$ cat config.mk
export PLATFORM = sky130hd
export DESIGN_NAME = seq_bit_serializer_flat
export DESIGN_NICKNAME = d
export VERILOG_FILES = /design/src/rtl/seq_bit_serializer_if.sv /design/src/rtl/seq_bit_serializer.sv /design/src/flat_wrapper.sv
export SDC_FILE = /design/constraint.sdc
export NUM_CORES = 1
export LEC_CHECK = 0
export CAP_MARGIN = 20
export CORE_AREA = 4 4 63 65
export CTS_CLUSTER_DIAMETER = 150
export CTS_CLUSTER_SIZE = 16
export DETAILED_ROUTE_END_ITERATION = 8
export DIE_AREA = 0 0 67 69
export DONT_BUFFER_PORTS = 1
export PLACE_DENSITY = 0.59
export SYNTH_ARGS = -nofsm -noshare
export SYNTH_HDL_FRONTEND = slang
export SYNTH_SLANG_ARGS = --single-unit
export TNS_END_PERCENT = 20
$ cat constraint.sdc
create_clock -name clk -period 1.4 [get_ports clk]
set_input_delay 0.14 -clock clk [delete_from_list [all_inputs] [get_ports clk]]
set_output_delay 0.14 -clock clk [all_outputs]
set_load 0.03 [all_outputs]
$ cat src/rtl/seq_bit_serializer_if.sv
// rtl/seq_bit_serializer_if.sv - parallel word handshake into the bit serializer
interface seq_bit_serializer_if #(
  parameter int WIDTH = 4
);
  logic [WIDTH-1:0] data_in;
  logic             data_valid;
  logic             data_ready;

  modport master (
    output data_in,
    output data_valid,
    input  data_ready
  );

  modport slave (
    input  data_in,
    input  data_valid,
    output data_ready
  );
endinterface

$ cat src/rtl/seq_bit_serializer.sv
// rtl/seq_bit_serializer.sv - word-to-bit serializer with one-entry hold register
module seq_bit_serializer #(
  parameter int WIDTH     = 4,
  parameter bit MSB_FIRST = 1'b1,
  parameter bit IDLE_BIT  = 1'b0,
  parameter int CNT_W     = 16
) (
  input  logic                 clk,
  input  logic                 reset,
  seq_bit_serializer_if.slave  word_bus,
  output logic                 out_bit,
  output logic                 bit_valid,
  output logic                 frame_last,
  output logic                 busy,
  output logic [CNT_W-1:0]     words_sent
);

  localparam int IDX_W = $clog2(WIDTH);
  localparam logic [IDX_W-1:0] PRE_LAST = IDX_W'(WIDTH - 2);

  typedef enum logic {
    IDLE  = 1'b0,
    SHIFT = 1'b1
  } state_t;

  state_t           state;
  logic [WIDTH-1:0] shreg;
  logic [WIDTH-1:0] hold_reg;
  logic             hold_full;
  logic [IDX_W-1:0] idx;

  logic             accept;
  logic             load_en;
  logic [WIDTH-1:0] load_word;

  // Bit that leaves the word first, and the word with that bit consumed.
  function automatic logic head(input logic [WIDTH-1:0] w);
    return MSB_FIRST ? w[WIDTH-1] : w[0];
  endfunction

  function automatic logic [WIDTH-1:0] advance(input logic [WIDTH-1:0] w);
    return MSB_FIRST ? {w[WIDTH-2:0], 1'b0} : {1'b0, w[WIDTH-1:1]};
  endfunction

  assign word_bus.data_ready = !hold_full;
  assign accept              = word_bus.data_valid && !hold_full;
  assign busy                = (state == SHIFT) || hold_full;

  // The shifter reloads when idle or on the final bit; the hold word has priority.
  always_comb begin
    load_en   = 1'b0;
    load_word = word_bus.data_in;
    if (state == IDLE) begin
      load_en = accept;
    end else if (frame_last) begin
      if (hold_full) begin
        load_en   = 1'b1;
        load_word = hold_reg;
      end else begin
        load_en = accept;
      end
    end
  end

  always_ff @(posedge clk) begin
    if (reset) begin
      state      <= IDLE;
      shreg      <= '0;
      hold_reg   <= '0;
      hold_full  <= 1'b0;
      idx        <= '0;
      out_bit    <= IDLE_BIT;
      bit_valid  <= 1'b0;
      frame_last <= 1'b0;
      words_sent <= '0;
    end else begin
      if (load_en) begin
        state      <= SHIFT;
        shreg      <= advance(load_word);
        idx        <= '0;
        out_bit    <= head(load_word);
        bit_valid  <= 1'b1;
        frame_last <= 1'b0;
      end else if (state == SHIFT && !frame_last) begin
        shreg      <= advance(shreg);
        idx        <= idx + IDX_W'(1);
        out_bit    <= head(shreg);
        frame_last <= (idx == PRE_LAST);
      end else begin
        state      <= IDLE;
        idx        <= '0;
        out_bit    <= IDLE_BIT;
        bit_valid  <= 1'b0;
        frame_last <= 1'b0;
      end

      if (state == SHIFT && frame_last) begin
        words_sent <= words_sent + CNT_W'(1);
      end

      // Hold fills mid-word and drains into the shifter on the final bit.
      if (accept && state == SHIFT && !frame_last) begin
        hold_reg  <= word_bus.data_in;
        hold_full <= 1'b1;
      end else if (hold_full && frame_last) begin
        hold_full <= 1'b0;
      end
    end
  end

endmodule
$ cat src/flat_wrapper.sv
// flat-port wrapper written by rule: the top's interface ports become plain ports
module seq_bit_serializer_flat 
#(
  parameter int WIDTH     = 4,
  parameter bit MSB_FIRST = 1'b1,
  parameter bit IDLE_BIT  = 1'b0,
  parameter int CNT_W     = 16
)
  (clk, reset, out_bit, bit_valid, frame_last, busy, words_sent, word_bus_data_in, word_bus_data_valid, word_bus_data_ready);
  seq_bit_serializer_if #(.WIDTH(WIDTH)) word_bus_i ();
  input  logic clk;
  input  logic reset;
  output logic out_bit;
  output logic bit_valid;
  output logic frame_last;
  output logic busy;
  output logic [CNT_W-1:0] words_sent;
  input wire logic [$bits(word_bus_i.data_in)-1:0] word_bus_data_in;
  input wire logic [$bits(word_bus_i.data_valid)-1:0] word_bus_data_valid;
  output wire logic [$bits(word_bus_i.data_ready)-1:0] word_bus_data_ready;
  assign word_bus_i.data_in = word_bus_data_in;
  assign word_bus_i.data_valid = word_bus_data_valid;
  assign word_bus_data_ready = word_bus_i.data_ready;
  seq_bit_serializer #(.WIDTH(WIDTH), .MSB_FIRST(MSB_FIRST), .IDLE_BIT(IDLE_BIT), .CNT_W(CNT_W)) u_core (.clk(clk), .reset(reset), .word_bus(word_bus_i), .out_bit(out_bit), .bit_valid(bit_valid), .frame_last(frame_last), .busy(busy), .words_sent(words_sent));
endmodule
==> results of run 1 <==
==> worst max-delay path: cells and delay by family (launching register included) <==
kind                   cells  cell delay, ps
and+or+nand+nor            3             760
DFF                        1             350
buffers and inverters      1             140
AOI/OAI and AO/OA          1             140
==> cell usage in the layout (no fill, tap or decap), types with 3 or more instances in the layout <==
cell type	count
buf_4	32
dfxtp_1	19
nor2_1	18
nand2_1	9
nand3_1	8
inv_1	7
a21oi_1	7
xor2_1	6
mux2i_1	6
o21ai_0	5
clkbuf_4	5
dfxtp_2	5
dfxtp_4	5
nor3_1	4
nand4_1	3
nor2b_1	3
==> timing repair <==
| action | CTS | global route |
|---|---|---|
| gates resized for setup | 3 | 9 |
| setup endpoints to repair | 4 | 11 |
| setup buffers | 2 | 0 |
| pin swaps | 6 | 3 |
| endpoints found under the hold margin | 22 | 22 |
==> worst paths after layout <==
path | startpoint | end | depth (start not counted)
hold / removal | reset | u_core.words_sent[13] | 1
hold reg to reg | u_core.idx[0] | u_core.idx[0] | 1
setup / recovery | u_core.words_sent[4] | u_core.words_sent[12] | 5
setup reg to reg | u_core.words_sent[4] | u_core.words_sent[12] | 5
==> routing by layer <==
metal  vias to the layer above  share of wire (%)  routed length (um)
met5                         -                  0                   0
met4                         0                1.1                  35
li1                        592                  -                   -
met2                        30                 54                1660
met1                       566                 38                1170
met3                         5                6.8                 209
==> logic make-up (layout without fill, tap and decap cells) <==
| logic type | after synthesis | count (layout) |
|---|---|---|
| DFF | 29 | 29 |
| adders and majority gates | 2 | 2 |
| buffers and inverters | 12 | 48 |
| muxes | 8 | 8 |
| AOI/OAI and AO/OA | 25 | 25 |
| and+or+nand+nor | 66 | 66 |
| xor gates and xnor gates | 7 | 7 |
==> power by group through the flow <==
stage / combinational (mW) / clock (mW) / sequential, mW
global placement: 0.105 / 0 / 0.874
finish: 0.116 / 0.478 / 0.856
CTS: 0.108 / 0.498 / 0.856
detailed placement: 0.108 / 0 / 0.875
global route: 0.129 / 0.547 / 0.859
floorplan: 0.0851 / 0 / 0.878
==> cell type report <==
type / instances / area (um2)
fill: 321 / 1580
sequential: 29 / 606
clock inverter: 2 / 10.0
multi-input combinational: 108 / 762
inverter: 7 / 26.3
clock buffer: 6 / 41.3
tap: 46 / 57.6
timing repair buffer: 33 / 251
==> per-stage QoR <==
| step | instances | TNS [ps] | util (%) | worst slack (ps) | total power, mW |
|---|---|---|---|---|---|
| final | 231 | -50.0 | 52.6 | -50.0 | 1.45 |
| after global routing | 231 | -297 | 52.6 | -95.8 | 1.54 |
| after CTS | 231 | -34.3 | 51.3 | -34.3 | 1.46 |
| after detailed placement | 221 | -79.8 | 48.9 | -55.9 | 0.983 |
| after global placement | 221 | -19.4 | 48.9 | -16.3 | 0.979 |
| after floorplan | 149 | -402 | - | -108 | 0.963 |
==> impl_metrics.yaml, run 1 <==
run_status:
  status: "finished with violations"
  violations: "hold timing, setup timing"
detailed_routing:
  route.antenna.remaining_nets: 0
  wl_mm: 3.08
  wl_per_cell_um: 13.3
  drtIter0Drc: 42
  drtPass1Iterations: 4
  vias_per_cell: 5.16
  num_vias: 1193
  drc_errors: 0
floorplanning:
  die_h_um: 69
  die_w_um: 67
  coreArea_um2: 3340
  ioPinCount: 28
  initial_core_util_pct: 39.0
  dieArea_um2: 4620
  placementRows: 21
finish:
  area_growth_pct: 34.8
  fin_nets: 193
  n_antenna_cell: 0
  fin_area_um2: 1750
  largest_reg_flops: 16
  layout-drive-gt1-share_pct: 38.4
power:
  pwr-share-clk_pct: 32.9
  power_switching_uw: 373
  leakagePower_nw: 0.702
  power.density_nw_per_um2: 827
  ir_drop_v: 0.000457
  netSwitchingFraction_pct: 25.7
  pwr-share-seq_pct: 59.0
  combPwrFrac_pct: 8.0
  internal-power_mw: 1.08
sta:
  slew_viol_final: 0
  fin_skew_ps: 6.17
  whs_ps: -133
  rsz0062_at_grt: "true"
  max_freq_mhz: 690
  relSlewSlack_pct: 76.7
  min_period_over_period_pct: 104
  worstMarginPinSlew_ps: 347
  setup_ws_ps: -50.0
  hold_viol: 22
  fin_crit_ps: 1450
  setup_violations: 1
yosys:
  synthAdderAreaFrac_pct: 1.92
  synth_commonest_cells: "dfxtp_1, nor2_1, nand3_1"
  synthMuxAreaShare_pct: 6.35
  synthMostInstantiatedCell: "dfxtp_1"
  netlist_area_um2: 1300
  synth_compound_area_share_pct: 12.1
  yosysTopAreaCellShare_pct: 44.6
  synth-edff-count: 0
  ys_ff_latch: 29
  synth-simple-area-share_pct: 26.6
  seq_area_frac_synth_pct: 44.6
  synth_cell_types: 39
  synth_area_leaders: "dfxtp_1, nor2_1, mux2i_1, xor2_1, nand3_1"
  synth_top_cell_by_area: "dfxtp_1"
  yosys_warnings: 0
  synth_cells: 149
  synth-xor-area-share_pct: 4.71
  synthesis.nets: 158
  synth_ff_type: "dfxtp_1"
  postSynthAreaPerCell_um2: 8.73
  synth-async-reset-ratio_pct: 0
  synth_top_family_by_area: "simple AND/OR/NAND/NOR gates"
worst_setup_path:
  worstPathCellList: "and4_4, nand3_4, buf_6, or4_4, a21oi_2"
  critical_path_required_ps: 1660
  max_stage_delay_ps: 410
  r2r_slack_ps: -50
  path_max_fanout: 4
  arrival_ps: 1710
  start_kind: "flop"
  slowest_stage: "or4_4"
  path_class: "reg2reg"
  cp-end-kind: "flop"
placed_design:
  port_buffers: 0
  hpwl_mm: 2.34
  gp_congestion: 0.724
  dpl-instance-area_um2: 1630
global_routing:
  grt_first_pass_wirelength_mm: 5.13
  met3_usage_pct: 6.01
  grt_pass1_vias: 1177
  grt.total_usage_pct: 14.3
  grt_start_max_net_pins: 32
  busiest_layer: "met2"
  antenna_found_initial: 0
  grtUsageMet1_pct: 13.8
  grt_overflow: 0
  met2_usage_pct: 26.1
clock_tree:
  clock_path_buffers: 2
  cts_sinks: 29
  htree_num_levels: 2
  cts_tree: "yes"
  cts_root_buffer: "clkbuf_4"
  clk_pin_slew_ps: 90
  worstSkewPairLatency_ps: 320
  cts_buffers: 5
min_path:
  hold_path.class: "in2reg"
run:
  cap_viol_max_count: 0
(Power assumes the default switching activity.)
==> run 2: changes to the inputs <==
RECOVER_POWER = 100   (was not set)
==> impl_metrics.yaml, run 2 (synthesized netlist as in run 1, its figures left out) <==
run_status:
  status: "finished with violations"
  violations: "hold timing, setup timing"
floorplanning:
  placementRows: 21
  ioPinCount: 28
  die_h_um: 69
  dieArea_um2: 4620
  coreArea_um2: 3340
  die_w_um: 67
  initial_core_util_pct: 39.0
placed_design:
  dp_cells: 221
  port_buffers: 0
  place_ws_ps: -55.9
  gp_congestion: 0.724
  hpwl_mm: 2.34
worst_setup_path:
  slowest_stage: "or4_4"
  arrival_ps: 1710
  path_max_fanout: 4
  max_stage_delay_ps: 410
  worstPathCellList: "and4_4, nand3_4, buf_6, or4_4, a21oi_2"
  path_class: "reg2reg"
  cp_top_family: "simple AND/OR/NAND/NOR gates"
  cp_num_buf_inv: 1
  start_kind: "flop"
  critical_path_required_ps: 1660
  r2r_cells: 5
  cp.depth: 5
  cp-end-kind: "flop"
finish:
  n_fill_cell: 336
  fin_nets: 193
  largest_reg_flops: 16
  final_cell_mix: "dfxtp_1, nor2_1, buf_4"
  final_common_cell: "dfxtp_1"
  layout-drive-gt1-share_pct: 31.9
  area_growth_pct: 30.6
  n_antenna_cell: 0
  fin_util_pct: 50.9
  layout.cells.non_filler: 231
detailed_routing:
  wl_mm: 3.06
  num_vias: 1192
  drtPass1Iterations: 4
  wl_per_cell_um: 13.2
  vias_per_cell: 5.16
  drtIter0Drc: 48
  drc_errors: 0
  route.antenna.remaining_nets: 0
global_routing:
  met2_usage_pct: 26.1
  grt.total_usage_pct: 14.3
  grtUsageMet1_pct: 13.8
  grt_overflow: 0
  grt_pass1_vias: 1177
  grt_first_pass_wirelength_mm: 5.13
  antenna_found_initial: 0
  busiest_layer: "met2"
  grt_start_max_net_pins: 32
  met3_usage_pct: 6.01
sta:
  fin_crit_ps: 1450
  min_period_over_period_pct: 104
  worstMarginPinSlew_ps: 481
  slew_viol_final: 0
  tns_ps: -49.4
  fin_skew_ps: 5.10
  setup_ws_ps: -49.4
  rsz0062_at_grt: "true"
  relSlewSlack_pct: 67.9
  setup_violations: 1
  max_freq_mhz: 690
  whs_ps: -134
  hold_viol: 22
min_path:
  whs_path_depth: 1
  hold_path.class: "in2reg"
power:
  power.density_nw_per_um2: 852
  netSwitchingFraction_pct: 25.7
  power_switching_uw: 372
  leakagePower_nw: 0.649
  internal-power_mw: 1.08
  ir_drop_v: 0.000457
  combPwrFrac_pct: 7.8
  pwr-share-clk_pct: 33.1
  pwr-share-seq_pct: 59.1
run:
  cap_viol_max_count: 0
clock_tree:
  cts_buffers: 5
  cts_root_buffer: "clkbuf_4"
  cts_tree: "yes"
  clock_path_buffers: 2
  htree_num_levels: 2
  cts_sinks: 29
  clk_pin_slew_ps: 90
  worstSkewPairLatency_ps: 320
[run 2: power groups by stage]
stage / Sequential, mW / Combinational [mW] / Clock (mW)
2_1_floorplan: 0.878 / 0.0851 / 0
4_1_cts: 0.856 / 0.108 / 0.498
5_1_grt: 0.859 / 0.125 / 0.547
3_3_place_gp: 0.874 / 0.105 / 0
3_5_place_dp: 0.875 / 0.108 / 0
6_report: 0.856 / 0.112 / 0.479
[run 2: routing by layer]
metal  vias up  routed length, um  part of all wire (%)
li1        593                  -                     -
met1       569               1170                    38
met2        24               1630                    53
met3         6                206                   6.7
met4         0                 47                   1.5
met5         -                  0                     0
[run 2: final timing paths]
| path | from | endpoint | slack [ps] |
|---|---|---|---|
| max | u_core.words_sent[4] | u_core.words_sent[12] | -50 |
| min | reset | u_core.words_sent[13] | -130 |
| max reg2reg | u_core.words_sent[4] | u_core.words_sent[12] | -50 |
| min reg2reg | u_core.idx[0] | u_core.idx[0] | 420 |
[run 2: per-stage QoR]
| step | total power, mW | cell area (um2) | hold WS, ps |
|---|---|---|---|
| detailed placement | 0.983 | 1630 | 209 |
| finish | 1.45 | 1700 | -134 |
| CTS | 1.46 | 1710 | -150 |
| global placement | 0.979 | 1630 | 206 |
| global route | 1.53 | 1700 | -169 |
| floorplan | 0.963 | 1370 | 287 |
[run 2: layout make-up]
class	instances	area, um2	share of cell area, %
multi-input cells	108	757	44.6
repair buffers	33	201	11.9
inverters	7	26.3	1.55
well taps	46	57.6	3.39
clock inverters	2	10.0	0.589
clock buffers	6	41.3	2.43
flip-flops and latches	29	606	35.6
[run 2: what timing repair did]
action,CTS,global route
setup buffers,2,0
gates resized for setup,3,9
hold endpoints to repair,22,22
pin swaps,6,3
endpoints found under the setup margin,4,11
